--- config.mk ---
export PLATFORM = sky130hd
export DESIGN_NAME = pipelined_cla_adder
export DESIGN_NICKNAME = d
export VERILOG_FILES = /design/src/rtl/cla_pkg.sv /design/src/rtl/cla_group4.sv /design/src/rtl/pipelined_cla_adder.sv
export SDC_FILE = /design/constraint.sdc
export NUM_CORES = 1
export LEC_CHECK = 0
export CAP_MARGIN = 0
export CORE_ASPECT_RATIO = 2
export CORE_UTILIZATION = 47
export CTS_BUF_LIST = sky130_fd_sc_hd__clkbuf_4
export DETAILED_ROUTE_END_ITERATION = 8
export PLACE_DENSITY_LB_ADDON = 0.15
export SYNTH_ARGS = -nofsm -noshare
export SYNTH_HDL_FRONTEND = slang
export SYNTH_SLANG_ARGS = --single-unit
--- constraint.sdc ---
create_clock -name clk -period 2.7 [get_ports clk]
set_clock_uncertainty 0.15 [all_clocks]
set_input_delay 0.81 -clock clk [delete_from_list [all_inputs] [get_ports clk]]
set_output_delay 0.81 -clock clk [all_outputs]
set_load 0.05 [all_outputs]
--- src/rtl/cla_pkg.sv ---
// Shared constants and helpers for the pipelined carry-lookahead adder.
//   CLA_GROUP   : bits resolved by one lookahead group
//   cla_groups(): number of lookahead groups needed for a given operand width
package cla_pkg;

    localparam int CLA_GROUP = 4;

    function automatic int cla_groups(input int width);
        return width / CLA_GROUP;
    endfunction

endpackage

--- src/rtl/cla_group4.sv ---
// One 4-bit carry-lookahead group (purely combinational).
// Ports:
//   a, b  : 4-bit operand slices (b already in its effective, possibly inverted, form)
//   cin   : carry into bit 0 of the group
//   s     : 4-bit sum slice
//   cout  : carry out of bit 3
//   P, G  : group propagate / generate
module cla_group4 (
    input  logic [3:0] a,
    input  logic [3:0] b,
    input  logic       cin,
    output logic [3:0] s,
    output logic       cout,
    output logic       P,
    output logic       G
);

    logic [3:0] pv;
    logic [3:0] gv;
    logic [3:0] c;

    assign pv = a ^ b;
    assign gv = a & b;

    // Every internal carry is expanded directly from cin, so no carry
    // ripples inside the group.
    assign c[0] = cin;
    assign c[1] = gv[0] | (pv[0] & cin);
    assign c[2] = gv[1] | (pv[1] & gv[0]) | (pv[1] & pv[0] & cin);
    assign c[3] = gv[2] | (pv[2] & gv[1]) | (pv[2] & pv[1] & gv[0])
                | (pv[2] & pv[1] & pv[0] & cin);

    assign P = &pv;
    assign G = gv[3] | (pv[3] & gv[2]) | (pv[3] & pv[2] & gv[1])
             | (pv[3] & pv[2] & pv[1] & gv[0]);

    assign s    = pv ^ c;
    assign cout = G | (P & cin);

endmodule

--- src/rtl/pipelined_cla_adder.sv ---
// Pipelined adder/subtractor built from 4-bit carry-lookahead groups whose
// carries ripple from group to group.  The groups are split evenly over
// STAGES register stages; each stage resolves its slice of groups and
// registers the partial sum, the carry into the next slice, the operand
// bits not yet consumed, and the sub flag.
// Ports:
//   clk, rst_n           : clock, asynchronous active-low reset
//   in_valid / in_ready  : operation handshake (a, b, sub, cin)
//   a, b                 : WIDTH-bit operands
//   sub                  : 0 = a + b + cin, 1 = a - b (cin ignored)
//   cin                  : carry-in, add mode only
//   out_valid / out_ready: result handshake (sum, cout, ovf)
//   sum                  : result modulo 2^WIDTH
//   cout                 : carry out of the MSB (subtract: 1 = no borrow)
//   ovf                  : two's-complement signed overflow
//
// Handshake: a transfer happens on a rising edge where valid && ready.
// A producer holds valid and its data until that edge; ready never depends
// on valid.  While out_valid && !out_ready the result outputs hold steady.
module pipelined_cla_adder
    import cla_pkg::*;
#(
    parameter int WIDTH  = 16,
    parameter int STAGES = 2
) (
    input  logic             clk,
    input  logic             rst_n,
    input  logic             in_valid,
    output logic             in_ready,
    input  logic [WIDTH-1:0] a,
    input  logic [WIDTH-1:0] b,
    input  logic             sub,
    input  logic             cin,
    output logic             out_valid,
    input  logic             out_ready,
    output logic [WIDTH-1:0] sum,
    output logic             cout,
    output logic             ovf
);

    localparam int NG  = cla_groups(WIDTH);     // total groups
    localparam int GPS = NG / STAGES;           // groups per stage
    localparam int SW  = GPS * CLA_GROUP;       // bits resolved per stage
    localparam int L   = STAGES - 1;            // index of the output stage

    logic [STAGES-1:0] v_q;   // stage holds a live operation
    logic [STAGES-1:0] ld;    // stage loads on the next edge

    // A stage can load if it, or any stage after it, has room, or if the
    // consumer takes the result.  Written as a flat OR so there is no
    // combinational chain through ld itself.
    always_comb begin
        ld = '0;
        for (int k = 0; k < STAGES; k++) begin
            ld[k] = out_ready;
            for (int j = k; j < STAGES; j++) begin
                if (!v_q[j]) begin
                    ld[k] = 1'b1;
                end
            end
        end
    end

    assign in_ready  = rst_n & ld[0];
    assign out_valid = v_q[L];

    always_ff @(posedge clk or negedge rst_n) begin
        if (!rst_n) begin
            v_q <= '0;
        end else begin
            if (ld[0]) begin
                v_q[0] <= in_valid;
            end
            for (int k = 1; k < STAGES; k++) begin
                if (ld[k]) begin
                    v_q[k] <= v_q[k-1];
                end
            end
        end
    end

    for (genvar k = 0; k < STAGES; k++) begin : stg
        localparam int HI = (k + 1) * SW;   // sum bits resolved after this stage

        logic [SW-1:0]  sa;       // operand a slice for this stage
        logic [SW-1:0]  sb_raw;   // operand b slice as presented
        logic [SW-1:0]  sb;       // effective b slice
        logic [SW-1:0]  ss;       // sum slice
        logic           ssub;
        logic           scin;
        logic [GPS:0]   gc;       // carries between groups of this stage
        logic [GPS-1:0] p_unused; // group P/G are not needed: carries ripple via cout
        logic [GPS-1:0] g_unused;
        logic [HI-1:0]  s_nxt;
        logic [HI-1:0]  s_q;
        logic           c_q;

        if (k == 0) begin : src
            assign sa     = a[SW-1:0];
            assign sb_raw = b[SW-1:0];
            assign ssub   = sub;
            // Subtract is a + ~b + 1, so the carry-in is forced high.
            assign scin   = sub | cin;
            assign s_nxt  = ss;
        end else begin : src
            assign sa     = stg[k-1].fwd.a_q[SW-1:0];
            assign sb_raw = stg[k-1].fwd.b_q[SW-1:0];
            assign ssub   = stg[k-1].fwd.sub_q;
            assign scin   = stg[k-1].c_q;
            assign s_nxt  = {ss, stg[k-1].s_q};
        end

        // b travels raw and is inverted slice by slice where it is consumed.
        assign sb    = sb_raw ^ {SW{ssub}};
        assign gc[0] = scin;

        for (genvar j = 0; j < GPS; j++) begin : grp
            cla_group4 u_grp (
                .a    (sa[j*CLA_GROUP +: CLA_GROUP]),
                .b    (sb[j*CLA_GROUP +: CLA_GROUP]),
                .cin  (gc[j]),
                .s    (ss[j*CLA_GROUP +: CLA_GROUP]),
                .cout (gc[j+1]),
                .P    (p_unused[j]),
                .G    (g_unused[j])
            );
        end

        always_ff @(posedge clk or negedge rst_n) begin
            if (!rst_n) begin
                s_q <= '0;
                c_q <= 1'b0;
            end else if (ld[k]) begin
                s_q <= s_nxt;
                c_q <= gc[GPS];
            end
        end

        if (k < STAGES - 1) begin : fwd
            localparam int UW = WIDTH - HI;   // operand bits still unresolved

            logic [UW-1:0] a_nxt;
            logic [UW-1:0] b_nxt;
            logic [UW-1:0] a_q;
            logic [UW-1:0] b_q;
            logic          sub_q;

            if (k == 0) begin : up
                assign a_nxt = a[WIDTH-1:HI];
                assign b_nxt = b[WIDTH-1:HI];
            end else begin : up
                assign a_nxt = stg[k-1].fwd.a_q[UW+SW-1:SW];
                assign b_nxt = stg[k-1].fwd.b_q[UW+SW-1:SW];
            end

            always_ff @(posedge clk or negedge rst_n) begin
                if (!rst_n) begin
                    a_q   <= '0;
                    b_q   <= '0;
                    sub_q <= 1'b0;
                end else if (ld[k]) begin
                    a_q   <= a_nxt;
                    b_q   <= b_nxt;
                    sub_q <= ssub;
                end
            end
        end else begin : fin
            logic ovf_q;

            // The last slice holds the MSB, so its operand and sum tops
            // are exactly the sign bits.
            always_ff @(posedge clk or negedge rst_n) begin
                if (!rst_n) begin
                    ovf_q <= 1'b0;
                end else if (ld[k]) begin
                    ovf_q <= (sa[SW-1] == sb[SW-1]) && (ss[SW-1] != sa[SW-1]);
                end
            end
        end
    end

    assign sum  = stg[L].s_q;
    assign cout = stg[L].c_q;
    assign ovf  = stg[L].fin.ovf_q;

endmodule

* Word level (Yosys, flattened, before mapping)
Index checks and enable logic that the tools add are counted.
Storage, ports and cells: bits in registers 46, logic and storage cells 136, output and inout bits 20, input bits 38
Cells by class: equality and inequality tests 2, bitwise gates (word level) 116, reduce and logical (&&, ||, !) cells 5, mux-type cells 3
Operators by type and width (count):
- $and 1x1->1 | 61
- $or 1x1->1 | 41
- $xor 4x4->4 | 8
- $and 4x4->4 | 4
- $reduce_and 4->1 | 4
- $xor 8x8->8 | 2
- $mux 1 | 3
- $eq 1x1->1 | 1
- $logic_and 1x1->1 | 1
- $ne 1x1->1 | 1

* Logic depth before layout (Yosys ltp)
Gate-level depths: netlist (run 1).
depth in word-level cells 12, gate-level depth with buffers 10, gate-level depth less buffers 9

* Modules after synthesis
Synthesis (run 1) repeated with hierarchy kept, for this count alone.
Unflattened totals: cell total of the unflattened synthesis 210, area, all modules 2738.9 sq um
Modules (own cells, without submodules):
- pipelined_cla_adder | sequential area each 1151.1 sq um, times used 1, area an instance 1963.1 sq um, cells each 122
- cla_group4 | sequential area each 0.0 sq um, times used 4, area an instance 193.9 sq um, cells each 22

* Least setup slack after synthesis (run 1)
Ideal clock, no wire load.
path kind in2reg, from in sub, to reg stg[0].s_q[5], stages on the path 9, library setup time 0.077 ns, required time 2.473 ns, buffers on the path 1, setup slack -0.150 ns, arrival 2.623 ns, cell sequence buf_2 > xor2_1 > ha_1 > nor3_1 > a211oi_2 > a21oi_1 > fa_1 > xor2_1 > a21oi_1
On the way: longest elaborated chain between the ends 10, elaborated cells between the ends (all ways) 20, classes of those cells 19 x bitwise; 1 x reduce/logical
RTL lines:
- start: declaration | line pipelined_cla_adder.sv:32 | input logic sub,
- $xor 8x8->8 | line pipelined_cla_adder.sv:114 | assign sb = sb_raw ^ {SW{ssub}};
- $xor 4x4->4 / $and 4x4->4 (equally long branches) | line cla_group4.sv:22, cla_group4.sv:23
- $and 1x1->1, on equally long branches | line cla_group4.sv:34, cla_group4.sv:35
- $or 1x1->1, or another cell as far along | line cla_group4.sv:34 | assign G = gv[3] | (pv[3] & gv[2]) | (pv[3] & pv[2] & gv[1])
- $or 1x1->1 / $and 1x1->1 (equally long branches) | line cla_group4.sv:34, cla_group4.sv:35
- $or 1x1->1 | line cla_group4.sv:35 | | (pv[3] & pv[2] & pv[1] & gv[0]);
- $or 1x1->1 | line cla_group4.sv:38 | assign cout = G | (P & cin);
- $and 1x1->1 | line cla_group4.sv:28 | assign c[1] = gv[0] | (pv[0] & cin);
- $or 1x1->1 | line cla_group4.sv:28
- $xor 4x4->4 (*) | line cla_group4.sv:37 | assign s = pv ^ c;
- end signal: assignment | line pipelined_cla_adder.sv:134 | s_q <= s_nxt;
- end: declaration | line pipelined_cla_adder.sv:95 | logic [HI-1:0] s_q;
Every way passes the cells marked *; elsewhere a longest branch is shown, timed or not. A chain may end at the register's enable or synchronous reset.

* Worst setup path after layout (run 1)
from in b[1], to reg stg[0].s_q[4]
On the way: longest elaborated chain between the ends 7, elaborated cells between the ends (all ways) 12, classes of those cells 11 x bitwise; 1 x reduce/logical
RTL lines:
- start: declaration | line pipelined_cla_adder.sv:31 | input logic [WIDTH-1:0] b,
- $xor 8x8->8 (*) | line pipelined_cla_adder.sv:114
- $and 4x4->4 / $xor 4x4->4 (equally long branches) | line cla_group4.sv:23, cla_group4.sv:22
- $and 1x1->1, on equally long branches | line cla_group4.sv:34, cla_group4.sv:35
- $or 1x1->1 / $and 1x1->1 (equally long branches) | line cla_group4.sv:34, cla_group4.sv:35
- $or 1x1->1 | line cla_group4.sv:35
- $or 1x1->1 (*) | line cla_group4.sv:38
- $xor 4x4->4 (*) | line cla_group4.sv:37
Marks and branches as above.

==> results of run 1 <==
-- final cells by class --
| cell class | count | area, um^2 |
|---|---|---|
| Sequential cell | 46 | 1151 |
| Clock buffer | 5 | 37.54 |
| Inverter | 4 | 15.01 |
| Timing Repair Buffer | 75 | 700.7 |
| Clock inverter | 1 | 3.754 |
| Multi-Input combinational cell | 167 | 1305 |
| Tap cell | 58 | 72.57 |
| Fill cell | 450 | 1807 |
-- flip-flops by register name (all words and copies together) (netlist names) --
| name | count |
|---|---|
| stg.c_q | 1 |
| v_q | 2 |
| ovf | 1 |
| cout | 1 |
| stg.fwd.sub_q | 1 |
| stg.s_q | 8 |
| sum | 16 |
| stg.fwd.b_q | 8 |
| stg.fwd.a_q | 8 |
-- synth_stat cells (all sizes together) (5+ instances only) --
master  number  area, um^2
nor2        13       48.80
nand2       38       145.1
xor2        24       210.2
dfrtp       46        1151
ha          16       200.2
clkbuf       5       18.77
nand2b       6       37.54
mux2        18       202.7
buf          5       27.53
a21oi       12       63.81
o21ai       10       53.80
a21o         5       40.04
-- worst min path at each step --
| stage | to | slack (ns) |
|---|---|---|
| detailed placement | sum[4] | 0.31 |
| global placement | sum[1] | 0.30 |
| finish | sum[3] | 0.33 |
| CTS | sum[3] | 0.34 |
| floorplan | sum[6] | 0.29 |
| global route | sum[3] | 0.36 |
-- kinds of logic (layout without fill, tap and decap cells) --
family | after synthesis | in the layout | share of synthesized area (%)
XOR/XNOR | 28 | 28 | 9.934
AO/OA/AOI/OAI | 36 | 36 | 9.833
adder cells (fa/ha/maj) | 20 | 20 | 11.35
flip-flops | 46 | 46 | 46.63
AND/OR/NAND/NOR | 63 | 63 | 10.75
multiplexers | 20 | 20 | 9.022
buffers and inverters | 14 | 85 | 2.484
-- through the flow --
stage / std cells / TNS [ns] / worst slack (ns) / total power [mW]
after floorplan: 227 / 0 / 0.01667 / 1.785
after global placement: 350 / -2.531 / -0.5027 / 2.191
after detailed placement: 350 / -2.930 / -0.5831 / 2.221
after CTS: 356 / 0 / 0.004256 / 2.515
after global routing: 356 / 0 / 0.003920 / 2.663
final: 356 / 0 / 0.09012 / 2.496
-- layer usage --
| layer | vias to the layer above | part of all wire (%) | global-route usage [%] | wire, um |
|---|---|---|---|---|
| li1 | 901 | - | - | - |
| met1 | 889 | 36 | 20.21 | 1783 |
| met2 | 42 | 59 | 37.32 | 2941 |
| met3 | 6 | 2.8 | 3.363 | 141 |
| met4 | 0 | 1.9 | 8.459 | 96 |
| met5 | - | 0 | 0 | 0 |
-- critical path, stage by stage --
cell,delay [ns]
clkdlybuf4s50_1,0.47
xor2_1,0.16
ha_1,0.28
nor3_2,0.24
a211oi_4,0.06
a21oi_2,0.16
fa_2,0.44
a21oi_1,0.12
-- power by group --
group | internal (mW) | switching (mW) | total, mW
clock network | 0.0894 | 0.206 | 0.295
logic | 0.500 | 0.737 | 1.24
registers | 0.859 | 0.104 | 0.964
-- what timing repair did --
item / 4_1_cts / 5_1_grt
gates resized for setup: 4 / 10
pin swaps: 0 / 6
hold buffers: 0 / 0
endpoints found under the setup margin: 6 / 5
==> results.cfg, run 1 <==
[floorplan]
core_area_mm2 = 0.005092
die_y_um = 104.5
io_pins = 58
std_cell_rows = 37
die-area_mm2 = 0.005564
initial_utilization_pct = 48.48
die_x_um = 53.25

[critical_path]
reg2reg_slack_ns = 0.17
reg2reg_depth = 9
r2r_end = sum[13]
crit_path_end_kind = register
crit_arrival_ns = 2.75
cp_max_fo = 2
r2r_start = stg[0].fwd.sub_q
worstPathRequired_ns = 2.84
crit_end = stg[0].s_q[4]
crit_path_start = b[1]
startpoint_type = input pin
path_class = input pin to register

[cts]
cts-buffers-inserted = 5
tritoncts = yes
root_buffer = clkbuf_4
clock_latency_ns = 0.36
clock_sinks = 46
post_cts_buffers = 0
path_clk_slew_ns = 0.11
htree_levels = 2
cts.path.max_buffers = 2

[sta]
rsz0062_at_grt = false
period_needed_ns = 2.610
hold_ws_ns = 0.3304
maxSlewViolCount = 0
period_share_pct = 96.66
setup_violations = 0
tightest_slew_ns = 0.5709
finalHoldViolCount = 0
slew_headroom_pct = 61.94
max_freq_ghz = 0.3832

[grt]
antenna_found_initial = 0
grt_usage_pct = 20.09
grt_pass1_vias = 1892
overflow = 0
grt_max_degree = 47
grt_pass1_wl_um = 8114

[drt]
wire_per_inst_um = 13.94
viasPerCell = 5.163
vias = 1838
drc = 0
drt_iter0_drc = 23
ant_nets = 0
drt_first_pass_iters = 4
wl_um = 4963

[job]
cap_violations = 0

[synth]
ys_warn_count = 0
ys_seq_elements = 46
synth-edff-count = 0
syn-num-nets = 285
synthArstFlopShare_pct = 100.0
synth_cell_type_count = 33
netlist_area_mm2 = 0.002469
synthesis.area_per_instance_um2 = 10.87
ys_seq_area_share_pct = 46.63
synth_ff_type = dfrtp_1
postSynthCellCount = 227

[hold_path]
worstHoldPathCells = 2
hold_class = register to register
hold_start = sum[3]

[power_and_ir_drop]
p_per_area_mw_per_mm2 = 759.5
power_leakage_nw = 1.517
ir_drop_mv = 0.6526

[status]
status = finished, final reports clean

[layout]
antennaDiodeCount = 0
layout_common_cells = clkdlybuf4s50_1 (51), dfrtp_1 (46), nand2_1 (37)
syn_to_final_growth_pct = 33.10
fin_util_pct = 64.52
layout_commonest_cell = clkdlybuf4s50_1
drive_above_1_share_pct = 21.14
fin_area_mm2 = 0.003286
final_nets = 357

[place]
gp_congestion = 0.7270
placed_area_mm2 = 0.003213
portBuffers = 57
dpl.hpwl_um = 3769
Power figures use the tool's default switching activity.
==> run 2: changes to the inputs <==
--- a/config.mk
+++ b/config.mk
@@ -10,6 +10,7 @@
 export CORE_UTILIZATION = 47
 export CTS_BUF_LIST = sky130_fd_sc_hd__clkbuf_4
 export DETAILED_ROUTE_END_ITERATION = 8
+export GPL_TIMING_DRIVEN = 0
 export PLACE_DENSITY_LB_ADDON = 0.15
 export SYNTH_ARGS = -nofsm -noshare
 export SYNTH_HDL_FRONTEND = slang
==> results.cfg, run 2 (same netlist as run 1, synthesis figures left out) <==
[layout]
fin_area_mm2 = 0.003342
fin_util_pct = 65.63
final_cells = 360
layout_common_cells = clkdlybuf4s50_1 (53), dfrtp_1 (45), nand2_1 (37)
layout_commonest_cell = clkdlybuf4s50_1
final_nets = 358
largest_reg_flops = 16
drive_above_1_share_pct = 19.93
fill_cells = 433
syn_to_final_growth_pct = 35.38

[critical_path]
crit_top_cell = xor2_1
reg2reg_depth = 10
crit_arrival_ns = 2.74
worst_path_largest_cell_delay_ns = 0.47
worst-path-stages = 9
worstPathRequired_ns = 2.83
crit_path_end_kind = register
cp_max_fo = 3
path_delay_family = adder cells
path_class = input pin to register
r2r_end = sum[13]
reg2reg_slack_ns = 0.15
worst-path-buf-inv = 1
startpoint_type = input pin
crit_chain = clkdlybuf4s50_1 > xor2_1 > ha_1 > nor3_2 > a211oi_4 > a21oi_2 > fa_2 > xor2_1 > a21oi_1
cp_slowest_cell = clkdlybuf4s50_1
r2r_start = stg[0].fwd.sub_q

[place]
portBuffers = 57
dpl.hpwl_um = 3867
placed_area_mm2 = 0.003157
gp_congestion = 0.7734
dp.cells = 343

[power_and_ir_drop]
power_leakage_nw = 1.508
pwr-share-clk_pct = 11.8
ir_drop_mv = 0.5830
sw_frac_of_total_pct = 41.85
intPower_mw = 1.456
switching_power_mw = 1.048
pwr-share-seq_pct = 38.7
combPwrFrac_pct = 49.5
p_per_area_mw_per_mm2 = 749.2
p_total_mw = 2.504

[grt]
grt_pass1_wl_um = 8383
grt_pass1_vias = 1913
antenna_found_initial = 1
overflow = 0
grt_usage_pct = 20.57
grt_max_degree = 31

[drt]
viasPerCell = 5.153
drt_first_pass_iters = 4
wire_per_inst_um = 13.74
wl_um = 4947
drt_iter0_drc = 15
ant_nets = 0
drc = 0
vias = 1855

[cts]
clock_latency_ns = 0.36
cts.path.max_buffers = 2
cts-buffers-inserted = 5
htree_levels = 2
tritoncts = yes
root_buffer = clkbuf_4
clock_sinks = 46
hold_buffers = 0
path_clk_slew_ns = 0.13

[floorplan]
core_area_mm2 = 0.005092
die_x_um = 53.25
die_y_um = 104.5
std_cell_rows = 37
io_pins = 58
die-area_mm2 = 0.005564
initial_utilization_pct = 48.48

[status]
status = finished, final reports clean

[sta]
max_freq_ghz = 0.3824
tightest_slew_ns = 0.5287
maxSlewViolCount = 0
slew_headroom_pct = 64.64
setup_violations = 0
tns_ns = 0
rsz0062_at_grt = false
finalHoldViolCount = 0
period_share_pct = 96.86
period_needed_ns = 2.615

[hold_path]
hold_class = input pin to async pin

[job]
cap_violations = 0
run 2: power groups by stage:
stage / logic [mW] / clock network [mW] / registers, mW
2_1_floorplan: 0.455 / 0 / 1.33
3_3_place_gp: 1.19 / 0 / 0.974
3_5_place_dp: 1.21 / 0 / 0.982
4_1_cts: 1.23 / 0.310 / 0.975
5_1_grt: 1.34 / 0.340 / 0.996
6_report: 1.24 / 0.296 / 0.970
run 2: per-layer routing:
| layer | global-route usage, % | share of wire (%) | vias up |
|---|---|---|---|
| met1 | 21.34 | 36 | 905 |
| met4 | 7.895 | 1.9 | 0 |
| met2 | 38.21 | 59 | 41 |
| met3 | 3.070 | 2.4 | 5 |
| met5 | 0 | 0 | - |
| li1 | - | - | 904 |
run 2: area by class of cell:
| class | instances | area [um^2] | share of cell area (%) |
|---|---|---|---|
| diodes | 1 | 2.502 | 0.07488 |
| repair buffers | 67 | 650.6 | 19.47 |
| plain buffers | 9 | 65.06 | 1.947 |
| inverters | 4 | 15.01 | 0.4493 |
| flip-flops and latches | 46 | 1152 | 34.48 |
| multi-input cells | 167 | 1335 | 39.95 |
| well taps | 58 | 72.57 | 2.171 |
| clock buffers | 5 | 37.54 | 1.123 |
| clock inverters | 3 | 11.26 | 0.3370 |
run 2: how the worst max path moves through the flow:
| stage | startpoint | to | slack [ns] |
|---|---|---|---|
| after detailed placement | out_ready | in_ready | -1.25 |
| final | b[1] | stg[0].s_q[5] | 0.08 |
| after global routing | b[1] | stg[0].s_q[5] | 0.008 |
| after floorplan | sub | stg[0].s_q[4] | 0.02 |
| after global placement | rst_n | in_ready | -2.24 |
| after CTS | sub | stg[0].s_q[5] | 0.02 |
run 2: stage by stage:
step                      worst slack, ns  hold slack (ns)
final                             0.08486           0.1503
after detailed placement           -1.248           0.3065
after CTS                         0.02046           0.1406
after global routing             0.008006           0.1314
after global placement             -2.242           0.3004
after floorplan                   0.01667           0.2924
run 2: what timing repair did:
action                     4_1_cts  5_1_grt
buffers inserted                 4        5
resized for setup               20       11
gates cloned                     0        0
setup endpoints to repair        7        6
pin swaps                        1        6
hold endpoints to repair         0        0
==> run 3: changes to the inputs <==
--- a/config.mk
+++ b/config.mk
@@ -7,6 +7,7 @@
 export LEC_CHECK = 0
 export CAP_MARGIN = 0
 export CORE_ASPECT_RATIO = 2
+export CORE_MARGIN = 10
 export CORE_UTILIZATION = 47
 export CTS_BUF_LIST = sky130_fd_sc_hd__clkbuf_4
 export DETAILED_ROUTE_END_ITERATION = 8
==> results.cfg, run 3 (same netlist as run 1, synthesis figures left out) <==
[power_and_ir_drop]
p_per_area_mw_per_mm2 = 781.8
ir_drop_mv = 0.6020
power_leakage_nw = 1.509
p_total_mw = 2.614

[critical_path]
crit_arrival_ns = 2.72
worstPathRequired_ns = 2.81
crit_path_end_kind = register
r2r_start = stg[0].fwd.sub_q
path_class = input pin to register
crit_path_start = b[2]
reg2reg_slack_ns = 0.20
startpoint_type = input pin
cp_max_fo = 2

[layout]
drive_above_1_share_pct = 20.07
syn_to_final_growth_pct = 35.43
multiInputGateArea_mm2 = 0.001318
final_cells = 358
final_nets = 357
layout_commonest_cell = clkdlybuf4s50_1
fin_area_mm2 = 0.003343
fill_cells = 432
layout_common_cells = clkdlybuf4s50_1 (53), dfrtp_1 (45), nand2_1 (37)
largest_reg_flops = 16
final-seq-area_mm2 = 0.001152

[cts]
path_clk_slew_ns = 0.13
root_buffer = clkbuf_4
htree_levels = 2
cts.path.max_buffers = 2
clock_latency_ns = 0.37
hold_buffers = 0
clock_sinks = 46
tritoncts = yes
cts-buffers-inserted = 5

[drt]
wire_per_inst_um = 15.54
viasPerCell = 5.126
drt_first_pass_iters = 4
vias = 1835
ant_nets = 0
wl_um = 5565
drt_iter0_drc = 42
drc = 0

[status]
status = finished, final reports clean

[place]
portBuffers = 57
placed_area_mm2 = 0.003157
dp.cells = 343
gp_congestion = 0.7411
dpl.hpwl_um = 4452

[grt]
grt_usage_pct = 13.33
overflow = 0
grt_max_degree = 32
grt_pass1_wl_um = 9342
antenna_found_initial = 1
grt_pass1_vias = 2050

[floorplan]
die_x_um = 71.25
die_y_um = 122.5
core_area_mm2 = 0.005139
initial_utilization_pct = 48.04
die-area_mm2 = 0.008727
std_cell_rows = 37
io_pins = 58

[sta]
setup_violations = 0
rsz0062_at_grt = false
max_freq_ghz = 0.3828
tightest_slew_ns = 0.5376
period_needed_ns = 2.612
maxSlewViolCount = 0
period_share_pct = 96.74
finalHoldViolCount = 0
hold_ws_ns = 0.1292
slew_headroom_pct = 64.05

[job]
cap_violations = 0

[hold_path]
hold_class = input pin to async pin
run 3: what timing repair did:
item                                    in CTS  in global routing
resized for setup                           20                  8
setup buffers                                4                  4
pin swaps                                    2                  6
endpoints found under the setup margin       7                  6
run 3: worst max-delay path, stage by stage:
cell,delay [ns]
clkdlybuf4s50_1,0.41
xor2_1,0.17
ha_2,0.34
nor2_1,0.06
a211oi_4,0.25
a21oi_2,0.09
fa_2,0.54
a21oi_1,0.06
run 3: worst paths after layout:
| kind | end | cells past startpoint |
|---|---|---|
| setup / recovery | stg[0].s_q[4] | 8 |
| hold / removal | ovf | 1 |
| setup reg to reg | sum[13] | 9 |
| hold reg to reg | sum[3] | 2 |
| max in group asynchronous | stg[0].fwd.b_q[5] | 2 |
| min in group clk | sum[3] | 2 |
run 3: per-layer routing:
layer,routed length (um),GRT usage (%)
met3,256,3.473
met4,115,5.839
met1,1874,11.94
met5,0,0
met2,3318,26.33
run 3: metrics by stage:
step,TNS (ns),utilization [%],setup WS (ns)
finish,0,65.06,0.08795
global route,0,65.06,0.003488
CTS,0,64.01,0.01665
detailed placement,-4.662,61.43,-1.234
global placement,-33.69,61.14,-2.280
floorplan,0,-,0.01667
run 3: cell type report:
| cell class | count | share of cell area [%] |
|---|---|---|
| diodes | 1 | 0.07485 |
| clock inverters | 2 | 1.010 |
| multi-input cells | 167 | 39.41 |
| clock buffers | 5 | 1.123 |
| plain buffers | 9 | 1.946 |
| well taps | 58 | 2.171 |
| inverters | 4 | 0.4491 |
| flip-flops and latches | 46 | 34.47 |
| repair buffers | 66 | 19.35 |
run 3: report_power, final:
group	total, mW	switching, mW	internal, mW	leakage, nW
Sequential	0.967	0.107	0.860	0.537
Clock	0.399	0.212	0.187	0.0387
Combinational	1.25	0.746	0.502	0.933
Total	2.61	1.06	1.55	1.51
